### src/rtl/muxdff_chain_ctrl.sv
// Load/shift sequencer for a chain of mux-D flip-flops.
// Accepts a parallel word, then streams it out LSB-first under shift_en.
module muxdff_chain_ctrl #(
    parameter int WIDTH = 4,
    parameter int CNT_W = $clog2(WIDTH)
) (
    input  logic             clk,
    input  logic             reset,
    input  logic             load_valid,
    output logic             load_ready,
    input  logic [WIDTH-1:0] load_data,
    input  logic             shift_en,
    output logic             serial_out,
    output logic             serial_valid,
    output logic             cell_L,
    output logic [WIDTH-1:0] chain_q,
    output logic             busy,
    output logic             done
);

    typedef enum logic [1:0] {
        IDLE,
        SHIFT,
        DONE
    } state_t;

    localparam logic [CNT_W-1:0] LAST = CNT_W'(WIDTH - 1);

    state_t            state;
    logic [CNT_W-1:0]  cnt;
    logic              accept;
    logic              shift;
    logic [WIDTH-1:0]  q_in;
    logic [WIDTH-1:0]  chain_d;

    // Control outputs are forced low while reset is asserted.
    assign load_ready   = (state == IDLE) && !reset;
    assign accept       = load_valid && load_ready;
    assign cell_L       = accept;
    assign shift        = (state == SHIFT) && shift_en && !reset;
    assign serial_valid = shift;
    assign serial_out   = chain_q[0];
    assign busy         = (state != IDLE) && !reset;
    assign done         = (state == DONE) && !reset;

    // Each cell: Q <= L ? r_in : q_in, top cell fed with zero.
    always_comb begin
        q_in    = {1'b0, chain_q[WIDTH-1:1]};
        chain_d = cell_L ? load_data : q_in;
    end

    always_ff @(posedge clk) begin
        if (reset) begin
            state   <= IDLE;
            chain_q <= '0;
            cnt     <= '0;
        end else begin
            if (cell_L || shift)
                chain_q <= chain_d;
            case (state)
                IDLE: begin
                    if (accept) begin
                        cnt   <= '0;
                        state <= SHIFT;
                    end
                end
                SHIFT: begin
                    if (shift) begin
                        if (cnt == LAST) begin
                            cnt   <= '0;
                            state <= DONE;
                        end else begin
                            cnt <= cnt + 1'b1;
                        end
                    end
                end
                DONE: begin
                    state <= IDLE;
                end
                default: begin
                    state <= IDLE;
                end
            endcase
        end
    end

endmodule

### config.mk
export PLATFORM = sky130hd
export DESIGN_NAME = muxdff_chain_ctrl
export DESIGN_NICKNAME = d
export VERILOG_FILES = /design/src/rtl/muxdff_chain_ctrl.sv
export SDC_FILE = /design/constraint.sdc
export NUM_CORES = 1
export LEC_CHECK = 0
export CORE_AREA = 2 2 39 41
export CTS_CLUSTER_DIAMETER = 150
export DETAILED_ROUTE_END_ITERATION = 16
export DIE_AREA = 0 0 41 43
export PLACE_DENSITY = 0.79
export RECOVER_POWER = 100
export SYNTH_ARGS = -nofsm -noshare
export SYNTH_HDL_FRONTEND = slang
export SYNTH_SLANG_ARGS = --single-unit
### constraint.sdc
create_clock -name clk -period 2.03 [get_ports clk]
set_clock_uncertainty 0.05 [all_clocks]
set_input_delay 0.5075 -clock clk [delete_from_list [all_inputs] [get_ports clk]]
set_output_delay 0.5075 -clock clk [all_outputs]
set_load 0.02 [all_outputs]
==> flow_metrics.py <==
metrics = {
    "cells_and_area": {
        "register_area_sq_um": 160,
        "nets": 84,
        "final_common_cell": "dfxtp_1",
        "area_growth_pct": 46.5,
        "layout_common_cells": "dfxtp_1 (8), nor2_1 (7), buf_4 (7), clkdlybuf4s50_1 (5), dlygate4sd3_1 (5)",
        "final_util": 0.507,
        "postLayoutCellArea_sq_um": 702,
        "nFillCells": 135,
        "multi_input_comb_area_sq_um": 260,
        "final_layout_size_suffix_gt1_frac": 0.329,
        "diodes": 0,
        "layout.cells.non_filler": 89,
    },
    "clocking": {
        "clk_latency_ns": 0.26,
        "clock-sinks": 8,
        "cts_root_buf": "clkbuf_4",
        "clk_pin_slew_worst_paths_ns": 0.06,
        "cts.path.max_buffers": 2,
        "cts_buffers": 3,
        "cts_tree": "built",
        "hold_buffers": 0,
        "cts_max_level": 1,
    },
    "drt": {
        "wl_met2_microns": 502,
        "wl_met3_microns": 91,
        "wl_per_cell_microns": 11.4,
        "wl_mm": 1.02,
        "drtIter0Drc": 3,
        "num_vias": 441,
        "drtAntennaViolNets": 0,
        "via_per_inst": 4.96,
        "drc_errors": 0,
        "dr.pass1.iters": 6,
        "top_layer": "met3",
        "wl_met1_microns": 425,
    },
    "synthesis": {
        "synth_xor_area_frac": 0,
        "synth_top_area_cell": "dfxtp_1",
        "synth.top_cells.by_area": "dfxtp_1 (33%), mux2i_1 (8.4%), a211oi_2 (7.8%), buf_6 (7.0%), nor2_1 (5.5%)",
        "synth_area_sq_um": 479,
        "synthMuxAreaShare": 0.107,
        "syn-num-nets": 58,
        "synth_top_family_by_area": "simple AND/OR/NAND/NOR gates",
        "synth_cells": 49,
        "ys_seq_area_frac": 0.334,
        "synth_seq_cells": 8,
        "synth-adder-area-share": 0.0261,
        "synth_compound_area_frac": 0.159,
        "synth.distinct_cells": 25,
        "ys.warnings.count": 0,
        "avgSynthCellArea_sq_um": 9.78,
        "synth_top_area_share": 0.334,
        "ys.flop_type": "dfxtp_1",
        "synth_edf_count": 0,
        "async_reset_ff_frac": 0,
        "yosys.area_share.simple": 0.251,
    },
    "placement": {
        "dpl.cell_count": 83,
        "dpl_cell_area_sq_um": 672,
        "dp_hpwl_microns": 703,
        "numPortBuffers": 17,
        "gp_congestion": 0.723,
    },
    "critical_path": {
        "required_ns": 1.47,
        "worstPathArrival_ns": 1.42,
        "cp_num_cells": 4,
        "crit_end": "cell_L",
        "r2r-start": "state[1]",
        "startpoint": "reset",
        "r2r-end": "chain_q[0]",
        "crit_path_max_fanout": 2,
        "worst-setup-path-type": "in -> out",
        "r2r_cells": 5,
        "max_stage_delay_ns": 0.55,
        "critPathTopFamily": "simple AND/OR/NAND/NOR gates",
        "rrSetupSlack_ns": 0.55,
        "crit_path_start_kind": "primary input",
        "crit_buf_inv": 3,
        "path_cells": "clkdlybuf4s15_1, or4b_4, clkinv_4, buf_6",
        "endpoint_kind": "output port",
        "cp_slowest_cell": "or4b_4",
    },
    "sta": {
        "hold_violations": 0,
        "setup-violations-final": 0,
        "rsz0062_at_grt": "false",
        "tightest_slew_ns": 0.247,
        "whs_ns": 0.445,
        "maxSlewHeadroom": 0.831,
        "final_max_slew_viol_count": 0,
        "fmax_mhz": 506,
        "period_minus_slack_ns": 1.97,
        "period_share": 0.973,
    },
    "grt": {
        "first_global_vias": 353,
        "grt_first_pass_wirelength_mm": 1.39,
        "antenna_found_initial": 0,
        "grtUsageTotal": 0.125,
        "grt_overflow_total": 0,
        "grt_max_degree": 10,
    },
    "power_and_ir_drop": {
        "leakage_nw": 0.297,
        "vdd_drop_max_uv": 384,
        "power_density_mw_per_mm2": 555,
        "power_w": 0.000390,
    },
    "die": {
        "start_util": 0.346,
        "die_w_microns": 41,
        "num_rows": 14,
        "ios": 18,
        "dieArea_sq_mm": 0.00176,
        "core-area_sq_mm": 0.00138,
        "die_h_microns": 43,
    },
    "worst_hold_path": {
        "hold_start": "cnt[0]",
        "worstHoldPathType": "reg -> reg",
    },
    "outcome": {
        "status": "finished clean",
    },
    "run": {
        "cap_violations": 0,
    },
}
[worst min path at each step]
stage                     endpoint  cells past startpoint
final                       cnt[0]                      2
after global placement      cnt[1]                      2
after global routing        cnt[0]                      2
after detailed placement    cnt[1]                      2
after floorplan             cnt[1]                      2
after CTS                   cnt[1]                      2
[synthesized netlist by cell type (all sizes together) (2+ instances only)]
cell type,number
mux2i,4
nor3,2
a21oi,3
a211oi,3
nand4,2
dfxtp,8
o31ai,2
nor2,7
buf,5
[cells by family (layout without fill, tap and decap cells)]
kind of cell    count (synthesis)  in the layout
compound gates                  9              9
simple gates                   19             19
flops                           8              8
fa+ha+maj                       1              1
buf+inv                         7             31
mux                             5              5
[state kept, by name, indices dropped and copies added (netlist names)]
name and cells:
cnt 2, state 2, chain_q 4
[what timing repair did]
item,in CTS,in global routing
pin swaps,1,0
setup buffers,3,0
endpoints found under the hold margin,0,0
endpoints found under the setup margin,5,1
gates resized for setup,21,1
[through the flow]
stage	setup slack, ns	setup TNS [ns]
6_report	0.0554	0
3_3_place_gp	-0.685	-2.69
4_1_cts	0.0466	0
3_5_place_dp	-0.699	-2.81
5_1_grt	0.00856	0
2_1_floorplan	0.201	0
[layout make-up]
cell class | count | share of cell area
Clock buffer | 3 | 0.0321
Inverter | 1 | 0.0125
Multi-Input combinational cell | 34 | 0.371
Sequential cell | 8 | 0.228
Tap cell | 16 | 0.0285
Timing Repair Buffer | 27 | 0.328
[layer usage]
metal	vias to the layer above	GRT usage
met5	-	0
met4	0	0.0800
met3	0	0.0628
met2	18	0.194
met1	199	0.124
li1	224	-
[report_power, final]
group          internal (W)  switching [W]  total [W]
Combinational     0.0000497      0.0000458  0.0000955
Clock             0.0000679      0.0000574   0.000125
Sequential         0.000164     0.00000453   0.000169
[worst reg2reg max path: cells and delay by family (launching register included)]
family / cells / cell delay [ns]
AO/OA/AOI/OAI: 1 / 0.08
multiplexers: 1 / 0.25
AND/OR/NAND/NOR: 1 / 0.30
buffers and inverters: 2 / 0.38
flip-flops: 1 / 0.31
(Power assumes the default switching activity.)
